<file path="config.mk">
export PLATFORM = sky130hd
export DESIGN_NAME = vga_sync_decoder
export DESIGN_NICKNAME = d
export VERILOG_FILES = /design/src/rtl/vga_sync_decoder.sv
export SDC_FILE = /design/constraint.sdc
export NUM_CORES = 1
export LEC_CHECK = 0
export ABC_AREA = 1
export CAP_MARGIN = 10
export CORE_MARGIN = 4
export CORE_UTILIZATION = 40
export CTS_CLUSTER_SIZE = 20
export DETAILED_ROUTE_END_ITERATION = 16
export GPL_TIMING_DRIVEN = 1
export SYNTH_ARGS = -nofsm -noshare
export SYNTH_HDL_FRONTEND = slang
export SYNTH_SLANG_ARGS = --single-unit
</file>
<file path="constraint.sdc">
create_clock -name clk -period 9.85 [get_ports clk]
set_input_delay 1.97 -clock clk [delete_from_list [all_inputs] [get_ports clk]]
set_output_delay 1.97 -clock clk [all_outputs]
set_load 0.02 [all_outputs]
</file>
<file path="src/rtl/vga_sync_decoder.sv">
// vga_sync_decoder: recovers VGA timing from an active-low hs/vs pair on the
// pixel clock. Measures line and frame periods, declares lock after enough
// consistent frames, and regenerates the active-area enable with x/y.
module vga_sync_decoder #(
    parameter int HD          = 640,
    parameter int HB          = 48,
    parameter int VD          = 480,
    parameter int VB          = 31,
    parameter int LOCK_FRAMES = 2
) (
    input  logic        clk,
    input  logic        rst,
    input  logic        hs,
    input  logic        vs,
    output logic        en,
    output logic [15:0] x,
    output logic [15:0] y,
    output logic        locked,
    output logic [11:0] h_total,
    output logic [11:0] v_total
);

    typedef enum logic [1:0] {
        SEARCH  = 2'd0,
        MEASURE = 2'd1,
        LOCKED  = 2'd2
    } state_t;

    localparam logic [11:0] H_LO   = 12'(HB);
    localparam logic [11:0] H_HI   = 12'(HB + HD);
    localparam logic [11:0] V_LO   = 12'(VB);
    localparam logic [11:0] V_HI   = 12'(VB + VD);
    localparam logic [11:0] CMAX   = 12'hFFF;
    localparam logic [3:0]  LOCK_N = 4'(LOCK_FRAMES);

    // input synchronizer pairs
    logic hs_s1_q, hs_s1_d, hs_s2_q, hs_s2_d;
    logic vs_s1_q, vs_s1_d, vs_s2_q, vs_s2_d;

    // free-running line/frame counters
    logic [11:0] hcnt_q, hcnt_d;
    logic [11:0] vcnt_q, vcnt_d;
    logic        hs_seen_q, hs_seen_d;

    // lock tracking
    state_t      state_q, state_d;
    logic [3:0]  good_q, good_d;
    logic        frame_ok_q, frame_ok_d;
    logic        href_pend_q, href_pend_d;
    logic [11:0] h_ref_q, h_ref_d;
    logic [11:0] h_tot_q, h_tot_d;
    logic [11:0] v_tot_q, v_tot_d;

    // registered outputs
    logic        en_q, en_d;
    logic [15:0] x_q, x_d;
    logic [15:0] y_q, y_d;

    logic        hs_rise, vs_rise, timeout;
    logic [11:0] line_per;
    logic        line_bad, frame_good;
    logic        in_h, in_v;

    assign hs_rise  = hs_s1_q & ~hs_s2_q;
    assign vs_rise  = vs_s1_q & ~vs_s2_q;
    assign line_per = hcnt_q + 12'd1;
    // a line this long means hs has stopped toggling
    assign timeout  = (hcnt_q == CMAX);

    // edge detect inputs and advance the saturating position counters
    always_comb begin
        hs_s1_d = hs;
        hs_s2_d = hs_s1_q;
        vs_s1_d = vs;
        vs_s2_d = vs_s1_q;

        if (hs_rise)      hcnt_d = '0;
        else if (timeout) hcnt_d = hcnt_q;
        else              hcnt_d = hcnt_q + 12'd1;

        // frame restart takes priority over a coincident line count
        if (vs_rise)                        vcnt_d = '0;
        else if (hs_rise && vcnt_q != CMAX) vcnt_d = vcnt_q + 12'd1;
        else                                vcnt_d = vcnt_q;

        if (timeout)      hs_seen_d = 1'b0;
        else if (hs_rise) hs_seen_d = 1'b1;
        else              hs_seen_d = hs_seen_q;
    end

    // lock FSM: measure frames, compare against the stored reference
    always_comb begin
        state_d     = state_q;
        good_d      = good_q;
        frame_ok_d  = frame_ok_q;
        href_pend_d = href_pend_q;
        h_ref_d     = h_ref_q;
        h_tot_d     = h_tot_q;
        v_tot_d     = v_tot_q;
        line_bad    = 1'b0;
        frame_good  = 1'b0;

        unique case (state_q)
            SEARCH: begin
                good_d = '0;
                if (vs_rise && hs_seen_q) begin
                    state_d     = MEASURE;
                    frame_ok_d  = 1'b1;
                    href_pend_d = 1'b1;
                end
            end
            MEASURE: begin
                if (hs_rise) begin
                    if (href_pend_q) begin
                        h_ref_d     = line_per;
                        href_pend_d = 1'b0;
                    end else if (line_per != h_ref_q) begin
                        line_bad   = 1'b1;
                        frame_ok_d = 1'b0;
                    end
                end
                if (vs_rise) begin
                    // first frame after a reset of good only has to be uniform
                    frame_good = frame_ok_q && !line_bad && !href_pend_q &&
                                 ((good_q == '0) ||
                                  (h_ref_q == h_tot_q && vcnt_q == v_tot_q));
                    // the latest frame always becomes the new reference
                    h_tot_d    = h_ref_q;
                    v_tot_d    = vcnt_q;
                    frame_ok_d = 1'b1;
                    if (frame_good) begin
                        good_d = good_q + 4'd1;
                        if (good_q + 4'd1 == LOCK_N) state_d = LOCKED;
                    end else begin
                        good_d = '0;
                    end
                end
            end
            LOCKED: begin
                if ((hs_rise && line_per != h_tot_q) ||
                    (vs_rise && vcnt_q != v_tot_q))
                    state_d = SEARCH;
            end
            default: state_d = SEARCH;
        endcase

        if (timeout) begin
            state_d = SEARCH;
            good_d  = '0;
        end

        // measured totals are only meaningful while locked
        if (state_q == LOCKED && state_d != LOCKED) begin
            h_tot_d = '0;
            v_tot_d = '0;
        end
    end

    // decode active area; uses next state so en drops on the unlock edge
    always_comb begin
        in_h = (hcnt_q >= H_LO) && (hcnt_q < H_HI);
        in_v = (vcnt_q >= V_LO) && (vcnt_q < V_HI);
        en_d = (state_d == LOCKED) && in_h && in_v;
        x_d  = '0;
        y_d  = '0;
        if (en_d) begin
            x_d = {4'd0, hcnt_q - H_LO};
            y_d = {4'd0, vcnt_q - V_LO};
        end
    end

    // state registers; sync flops idle high so reset sees no false edge
    always_ff @(posedge clk or posedge rst) begin
        if (rst) begin
            hs_s1_q     <= 1'b1;
            hs_s2_q     <= 1'b1;
            vs_s1_q     <= 1'b1;
            vs_s2_q     <= 1'b1;
            hcnt_q      <= '0;
            vcnt_q      <= '0;
            hs_seen_q   <= 1'b0;
            state_q     <= SEARCH;
            good_q      <= '0;
            frame_ok_q  <= 1'b0;
            href_pend_q <= 1'b0;
            h_ref_q     <= '0;
            h_tot_q     <= '0;
            v_tot_q     <= '0;
            en_q        <= 1'b0;
            x_q         <= '0;
            y_q         <= '0;
        end else begin
            hs_s1_q     <= hs_s1_d;
            hs_s2_q     <= hs_s2_d;
            vs_s1_q     <= vs_s1_d;
            vs_s2_q     <= vs_s2_d;
            hcnt_q      <= hcnt_d;
            vcnt_q      <= vcnt_d;
            hs_seen_q   <= hs_seen_d;
            state_q     <= state_d;
            good_q      <= good_d;
            frame_ok_q  <= frame_ok_d;
            href_pend_q <= href_pend_d;
            h_ref_q     <= h_ref_d;
            h_tot_q     <= h_tot_d;
            v_tot_q     <= v_tot_d;
            en_q        <= en_d;
            x_q         <= x_d;
            y_q         <= y_d;
        end
    end

    assign en      = en_q;
    assign x       = x_q;
    assign y       = y_q;
    assign locked  = (state_q == LOCKED);
    assign h_total = h_tot_q;
    assign v_total = v_tot_q;

endmodule

</file>
==> results of run 1 <==
report_power, final:
group,switching [mW],internal [mW]
combinational,0.283,0.214
clock,0.153,0.248
sequential,0.0866,0.475
cells by family after synthesis:
group,share of synthesized area (%)
and+or+nand+nor,24.63
buffers and inverters,8.656
AOI/OAI and AO/OA,11.64
DFF,46.07
xor gates and xnor gates,7.061
adders and majority gates,1.877
other,0.07031
area by class of cell:
cell class	count	area, um^2
clock inverters	7	116.4
flip-flops and latches	98	2457
multi-input cells	459	2450
inverters	79	299.0
well taps	172	215.2
repair buffers	57	560.5
fillers	1252	6501
clock buffers	9	225.2
worst reg2reg max path: stages, from the launching register on:
cell	delay, ns
dfrtp_1	0.50
inv_2	0.14
ha_1	0.36
inv_1	0.08
nand2_1	0.06
nand4_1	0.08
nor2_1	0.22
nand2_1	0.09
nor2_1	0.11
nand2_1	0.09
nor2_1	0.09
nand2_1	0.07
nand2_1	0.09
nand4_1	0.11
nand2_2	0.14
nand3b_4	0.37
nor2_2	0.26
placed cells by master, fill, tap and decap left out, drive strengths merged, types with 4 or more instances in the layout:
| cell | count |
|---|---|
| inv | 80 |
| dfstp | 4 |
| nor4 | 4 |
| dfrtp | 94 |
| nor3 | 6 |
| nand4 | 9 |
| o22ai | 9 |
| buf | 4 |
| conb | 9 |
| a31oi | 4 |
| ha | 8 |
| xnor2 | 24 |
| o21ai | 50 |
| a21oi | 39 |
| clkbuf | 9 |
| clkdlybuf4s50 | 53 |
| nor2 | 79 |
| nand2 | 150 |
| nand3 | 42 |
| xor2 | 19 |
flip-flops by register name, indices dropped and copies added (netlist names):
name and cells:
good_q 4, hcnt_q 12, hs_s1_q 1, y 12, h_total 12, href_pend_q 1, vs_s2_q 1, en 1
h_ref_q 12, hs_seen_q 1, frame_ok_q 1, vs_s1_q 1, hs_s2_q 1, state_q 2, vcnt_q 12, x 12
v_total 12
per-layer routing:
layer | track usage, % | vias to the layer above | part of all wire [%]
li1 | - | 2180 | -
met5 | 0 | - | 0
met3 | 3.751 | 28 | 4.3
met2 | 29.43 | 106 | 46
met4 | 7.266 | 0 | 2.8
met1 | 25.29 | 2065 | 47
through the flow:
stage	area, um^2	cells	power [mW]
final	6324	881	1.460
after global routing	6324	881	1.558
after CTS	6324	881	1.475
after detailed placement	5982	865	1.067
after global placement	5982	865	1.062
after floorplan	5364	663	0.8777
final timing paths:
kind | startpoint | to | cells past startpoint
min in group asynchronous | rst | v_total[5] | 2
max | state_q[1] | locked | 4
max reg2reg | hcnt_q[0] | x[9] | 16
max in group asynchronous | rst | h_total[5] | 3
min | vs_s1_q | vs_s2_q | 0
min reg2reg | vs_s1_q | vs_s2_q | 0
==> run_results.csv, run 1 <==
group,metric,value,unit
run_status,outcome,"complete, no violations",
route,vias_per_cell,4.970,
floorplanning,dieArea,15250,um^2
floorplanning,initial_core_util,41.59,%
global_route,overflow,0,
layout,area_growth,18.55,%
sta,finalSetupTns,0,ns
min_path,hold_class,"flip-flop to flip-flop",
synthesis,synth-seq-area-share,46.07,%
sta,tightest_slew,0.6929,ns
global_route,grt_pass1_vias,4239,
route,vias,4379,
power,p_leak,2.876,nW
critical_path,cpMaxStageDelayCell,"clkdlybuf4s50_1",
floorplanning,die_width,123.5,um
synthesis,syn_area,5334,um^2
synthesis,synthTopCellsByCount,"nand2_1, dfrtp_1, inv_1",
placement,dp_hpwl,9.788,mm
floorplanning,fp.dieH,123.5,um
layout,post-route-util,49.31,%
synthesis,synthTopCellsByArea,"dfrtp_1, nand2_1, inv_1, o21ai_0, nand3_1",
route,drtAntennaViolNets,0,
critical_path,path_class,"flip-flop to primary output",
floorplanning,design.core.area,12820,um^2
clock_network,cts_sinks,98,
clock_network,insertion_delay,0.36,ns
synthesis,ys_async_sr_fraction,100.0,%
synthesis,synthDistinctLibCells,36,
run,cap_violations,0,
critical_path,crit_chain,"inv_1, nor2_2, buf_4, clkdlybuf4s50_1",
critical_path,reg2reg_slack,6.92,ns
clock_network,holdBufCountCts,0,
power,pwr_density_cell,230.9,nW/um^2
synthesis,synth_flop_cell,"dfrtp_1",
clock_network,cts_htree_levels,3,
clock_network,path_clk_slew,0.06,ns
critical_path,critPathCaptureType,"primary output",
sta,hold-worst-slack,0.3643,ns
sta,post-route-period-util,40.12,%
critical_path,required,7.88,ns
critical_path,arrival,1.98,ns
synthesis,yosysMostFrequentCell,"nand2_1",
global_route,antenna_found_initial,0,
route,drt_wl_total,13.15,mm
clock_network,cts_setup_buffers,0,
placement,io_buffers,53,
clock_network,cts_buffer_depth,2,
clock_network,cts_resized,0,
sta,slew_headroom,53.76,%
placement,pre_cts_slack,6.257,ns
synthesis,synthCells,655,
sta,slew_violations,0,
layout,drive_gt1_share,11.14,%
global_route,grt_usage,18.66,%
sta,clock.fmax,253.0,MHz
sta,setup_viol,0,
critical_path,cp_top_family,"buffers and inverters",
placement,finalWeightedCongestion,0.8811,
global_route,grt_pass1_wl,21.70,mm
route,post_drt_wl_per_cell,14.92,um
synthesis,ys_warn_count,0,
clock_network,cts_tree,"built",
synthesis,synth_seq_cells,98,
clock_network,cts_buffers,9,
floorplanning,rows,41,
sta,fin_skew,0.005617,ns
route,drtIter0Drc,392,
critical_path,slowest_delay,0.69,ns
synthesis,yosysTopAreaCell,"dfrtp_1",
power,vdd_ir_drop_max,0.1368,mV
route,firstDrtPassIters,4,
synthesis,avgSynthCellArea,8.143,um^2
sta,rsz0062_at_grt,"no",
route,drc_errors,0,
clock_network,clockRootBuffer,"clkbuf_16",
sta,fin_ws,5.898,ns
layout,nNetsFinal,716,
critical_path,path_max_fanout,26,
sta,hold_violations,0,
synthesis,synth_edf_count,0,
layout,antennaDiodeCount,0,
sta,period_minus_slack,3.952,ns
critical_path,crit_buf_inv,3,
critical_path,cp-start-kind,"flip-flop",
global_route,grt_max_degree,51,
floorplanning,num_io_pins,62,
synthesis,synth_top_area_share,44.10,%
Note: power is estimated with default switching activity, not from simulation.
==> inputs of run 2 (changes only) <==
- clock period: 9.85 -> 3.82 ns (I/O delays scaled with it)
==> run_results.csv, run 2 (synthesized netlist as in run 1, its figures left out) <==
group,metric,value,unit
critical_path,path_max_fanout,24,
layout,mostFrequentLayoutCell,"nand2_1",
critical_path,ff2ff_path_depth,16,
sta,post-route-period-util,73.95,%
critical_path,required,4.08,ns
min_path,hold_class,"flip-flop to flip-flop",
power,combPwrFrac,34.6,%
sta,fin_ws,0.9951,ns
min_path,holdPathStages,0,
clock_network,cts_resized,0,
power,vdd_ir_drop_max,0.2959,mV
floorplanning,num_io_pins,62,
layout,regArea,2457,um^2
power,netSwitchingPower,1.348,mW
sta,finalSetupTns,0,ns
critical_path,cp_common_cell,"nand2_1",
power,pwr_density_cell,585.4,nW/um^2
clock_network,cts_htree_levels,3,
critical_path,cp-start-kind,"flip-flop",
floorplanning,design.core.area,12820,um^2
floorplanning,fp.dieH,123.5,um
global_route,antenna_found_initial,0,
route,drt_wl_total,13.64,mm
route,vias,4452,
global_route,grt_max_degree,55,
route,drtIter0Drc,368,
clock_network,clockRootBuffer,"clkbuf_16",
route,drtAntennaViolNets,0,
power,p_leak,2.869,nW
critical_path,cpMaxStageDelayCell,"dfrtp_1",
clock_network,cts_tree,"built",
clock_network,insertion_delay,0.35,ns
placement,io_buffers,53,
placement,dp_hpwl,10.08,mm
floorplanning,dieArea,15250,um^2
layout,drive_gt1_share,11.13,%
sta,period_minus_slack,2.825,ns
clock_network,cts_buffers,9,
route,drc_errors,0,
critical_path,critPathCaptureType,"flip-flop",
clock_network,cts_buffer_depth,2,
power,seq_power_share,39.6,%
power,p_clk_share,25.9,%
layout,nNetsFinal,718,
route,firstDrtPassIters,6,
floorplanning,initial_core_util,41.59,%
sta,rsz0062_at_grt,"no",
critical_path,critPathLaunch,"hcnt_q[0]",
power,intPower,2.351,mW
critical_path,crit_end,"x[11]",
route,post_drt_wl_per_cell,15.46,um
layout,antennaDiodeCount,0,
sta,clock.fmax,354.0,MHz
placement,finalWeightedCongestion,0.9482,
sta,tightest_slew,0.6857,ns
global_route,grt_usage,19.04,%
sta,hold_violations,0,
critical_path,r2r-end,"x[11]",
clock_network,holdBufCountCts,0,
clock_network,cts_sinks,98,
clock_network,cts_setup_buffers,0,
floorplanning,die_width,123.5,um
global_route,grt_pass1_vias,4375,
run_status,outcome,"complete, no violations",
sta,hold-worst-slack,0.3651,ns
global_route,grt_pass1_wl,22.25,mm
sta,slew_violations,0,
sta,setup_viol,0,
sta,slew_headroom,54.29,%
power,sw_frac_of_total,36.45,%
critical_path,crit_chain,"inv_2, ha_1, inv_1, nand2_1, nand4_1, nor2_1, nand2_1, nor2_1, nand2_1, nor2_1, nand2_1, nand2_1, nand4_1, nand2_2, nand3b_4, nor2_1",
run,cap_violations,0,
critical_path,arrival,3.09,ns
sta,fin_skew,0.01065,ns
layout,multi_input_area,2450,um^2
critical_path,slowest_delay,0.51,ns
layout,n_fill_cell,1213,
layout,mostFrequentLayoutCells,"nand2_1, dfrtp_1, inv_1",
clock_network,path_clk_slew,0.06,ns
layout,area_growth,18.46,%
critical_path,reg2reg_from,"hcnt_q[0]",
critical_path,reg2reg_slack,1.0,ns
placement,pre_cts_slack,1.062,ns
floorplanning,rows,41,
power,total_power,3.699,mW
route,vias_per_cell,5.048,
global_route,overflow,0,
critical_path,path_class,"flip-flop to flip-flop",
## run 2: cell types whose count changed in the layout (fill, tap and decap cells not counted)
cell        delta
buf_12         +1
buf_4          +1
bufinv_16      -1
clkbuf_1       +1
clkinv_2       -1
clkinvlp_4     +1
inv_6          -1
## run 2: worst max-delay path, delay by kind of cell, from the launching register on
family                   cells  cell delay [ns]
adder cells (fa/ha/maj)      1             0.35
buffers and inverters        2             0.22
flip-flops                   1             0.51
AND/OR/NAND/NOR             13             1.63
## run 2: layer usage
layer,wire length [um],track usage [%]
met2,6360,30.45
met5,0,0
met1,6144,25.30
met4,324,6.090
met3,811,4.986
## run 2: area by class of cell
| type | instances | area share [%] |
|---|---|---|
| Inverter | 79 | 4.733 |
| Timing Repair Buffer | 59 | 9.307 |
| Multi-Input combinational cell | 459 | 38.77 |
| Clock inverter | 5 | 1.267 |
| Clock buffer | 10 | 3.624 |
| Tap cell | 172 | 3.406 |
| Sequential cell | 98 | 38.89 |
## run 2: worst min-delay path by stage
stage	start	end	slack (ns)
floorplan	hs_s1_q	hs_s2_q	0.35
global placement	vs_s1_q	vs_s2_q	0.36
detailed placement	vs_s1_q	vs_s2_q	0.36
CTS	vs_s1_q	vs_s2_q	0.37
global route	vs_s1_q	vs_s2_q	0.37
finish	vs_s1_q	vs_s2_q	0.37
## run 2: stage by stage
stage | std cells | area [um^2] | utilization [%]
global route | 882 | 6319 | 49.27
global placement | 867 | 6010 | 46.86
floorplan | 663 | 5364 | -
finish | 882 | 6319 | 49.27
detailed placement | 867 | 6010 | 46.86
CTS | 882 | 6319 | 49.27
## run 2: power groups by stage
stage | logic [mW] | clock network [mW] | registers (mW)
finish | 1.28 | 0.956 | 1.46
global placement | 1.28 | 0 | 1.47
CTS | 1.29 | 0.983 | 1.46
floorplan | 0.688 | 0 | 1.57
detailed placement | 1.28 | 0 | 1.48
global route | 1.42 | 1.02 | 1.49
==> RTL edit (config.mk and constraints of run 2) <==
Put one more register stage on the output `x`, cleared by the reset. The value now appears one clock later. The other outputs are not delayed to match.
--- a/src/rtl/vga_sync_decoder.sv
+++ b/src/rtl/vga_sync_decoder.sv
@@ -212,5 +212,11 @@
 
     assign en      = en_q;
-    assign x       = x_q;
+    always_ff @(posedge clk or posedge rst) begin
+        if (rst) begin
+            x <= '0;
+        end else begin
+            x <= x_q;
+        end
+    end
     assign y       = y_q;
     assign locked  = (state_q == LOCKED);
Check against the original RTL: same outputs for any inputs over 10 cycles, from zero or initial values and one cycle with rst high; that may be too few to reach the edited logic, so the function may still have changed.
==> RTL edit against run 2 <==
  * Critical path depth down 1
  * Count of clock-buffer cells in the layout unchanged
  * Area after synthesis rose by 11%
  * Utilization fell by 1.7 points
  * Routed wire length increased by 4.5%
  * Setup slack got worse by 320 ps
  * Sequential power decreased by 5%
  * Sequential cell count increased by 12
  * Design area up 9.1%
  * Power is 16% lower
  * Non-clock buffer count is 1 higher
  * Critical endpoint is now y[1]$_DFF_PP0_
  * Largest cell class unchanged
==> RTL edit: results (changes against run 2) <==
* Global-route wire length before repair at 23.7 mm (+6.6%)
* CP delay by family, top: simple AND/OR/NAND/NOR gates
* CTS Buf Count at 9 (unchanged)
* Vias in the first global route at 4736 (+8.3%)
* Clock latency on the worst-skew pair at roughly 360 ps
* Drt pass-1 iters at 5 (-1)
* Worst Path Max Fanout at 24 (unchanged)
* Status: completed
* Distinct cells, synth at 41 (+14%)
* R2R cell count at 15 (-1)
* H-tree depth at 3 (unchanged)
* Vias per cell at 5.00 (-1.0%)
* Worst vdd ir at 320 uV (+8.3%)
* Mapped Cells at 722 (+10%)
* Post-DP HPWL at 10.2 mm (+1.5%)
* WHS Path Cells at 0 (unchanged)
* Post-synthesis sequential area ratio at 46.7% (+0.59 points)
* Final std cells w/o fill at 965 (+9.4%)
* Placed Instances at 949 (+9.5%)
* # resized after CTS at 0 (unchanged)
* RD Place Congestion at 0.897 (-5.4%)
* Synth top cells by count: nand2_1, dfrtp_1, inv_1
* Post-CTS setup buffers at 0 (unchanged)
* Worst clock skew at 6.91 ps (-3.74 ps)
* Final nets at 788 (+9.7%)
* Async set or reset register ratio after synthesis at 100% (unchanged)
* Type of the tightest min-delay check: register to register
* Pin count of the biggest net entering global routing at 65 (+18%)
* Critical-path top delay cell: dfrtp_1
* Post-placement cell area at 0.00659 mm2 (+9.7%)
* First DRT Iteration DRCs at 368 (unchanged)
* CP arrival at 3400 ps (+310 ps)
* Total track usage at 18.0% (-1.1 points)
* Least-Margin Pin Slew at 828 ps (+142 ps)
* Main area contributors after synthesis: dfrtp_1, nand2_1, inv_1
* Port buffer count at 53 (unchanged)
* Root buffer cell: clkbuf_16
* Yosys warnings at 0 (unchanged)
* Place WS at 709 ps (-353 ps)
* Leakage at 0.00331 uW (+15%)
* CP max stage delay at 530 ps (+20 ps)
* Antenna violations before repair at 0 (unchanged)
* Fraction of layout cells with a size suffix above 1 at 12.7% (+1.5 points)
* Average wire length per cell after detail routing at 14.8 um (-4.5%)
* Worst-path clk slew at around 70 ps
* # diodes at 0 (unchanged)
* Clock Path Buffers at 2 (unchanged)
## RTL edit: report_power, final
part	internal (uW)	total (uW)	switching, uW
Clock	514	963	449
Combinational	273	769	496
Sequential	1260	1380	115
## RTL edit: path summary, 6_finish.rpt
path                            slack [ps]             startpoint                endpoint
worst min register to register         350       x_q[9]$_DFF_PP0_          x[9]$_DFF_PP0_
min in group asynchronous              920                    rst         x[11]$_DFF_PP0_
worst max-delay path                   680  hcnt_q[4]$_DFFE_PP0P_          y[1]$_DFF_PP0_
worst max register to register         680  hcnt_q[4]$_DFFE_PP0P_          y[1]$_DFF_PP0_
worst min-delay path                   350       x_q[9]$_DFF_PP0_          x[9]$_DFF_PP0_
max in group asynchronous             2140                    rst  hcnt_q[10]$_DFFE_PP0P_
## RTL edit: final cells by class
class,count,area [um2]
Inverter,112,423
Timing Repair Buffer,60,596
Multi-Input combinational cell,483,2580
Fill cell,1400,7590
Tap cell,184,230
Clock inverter,6,71.3
Clock buffer,10,229
Sequential cell,110,2760
## RTL edit: logic make-up (layout without fill, tap and decap cells)
group / after synthesis / in the layout / synth area share, %
and+or+nand+nor: 354 / 354 / 29.5
buffers and inverters: 137 / 188 / 10.1
DFF: 110 / 110 / 46.7
AOI/OAI and AO/OA: 86 / 86 / 8.07
xor gates and xnor gates: 26 / 26 / 3.85
adders and majority gates: 8 / 8 / 1.69
other: 1 / 9 / 0.0635
## RTL edit: metal layers
layer  share of wire [%]  vias to the layer above  GRT usage (%)
met5                   0                        -              0
li1                    -                     2370              -
met2                  46                      108           28.4
met1                  47                     2320           24.6
met3                 4.2                       24           3.79
met4                 2.2                        0           6.36
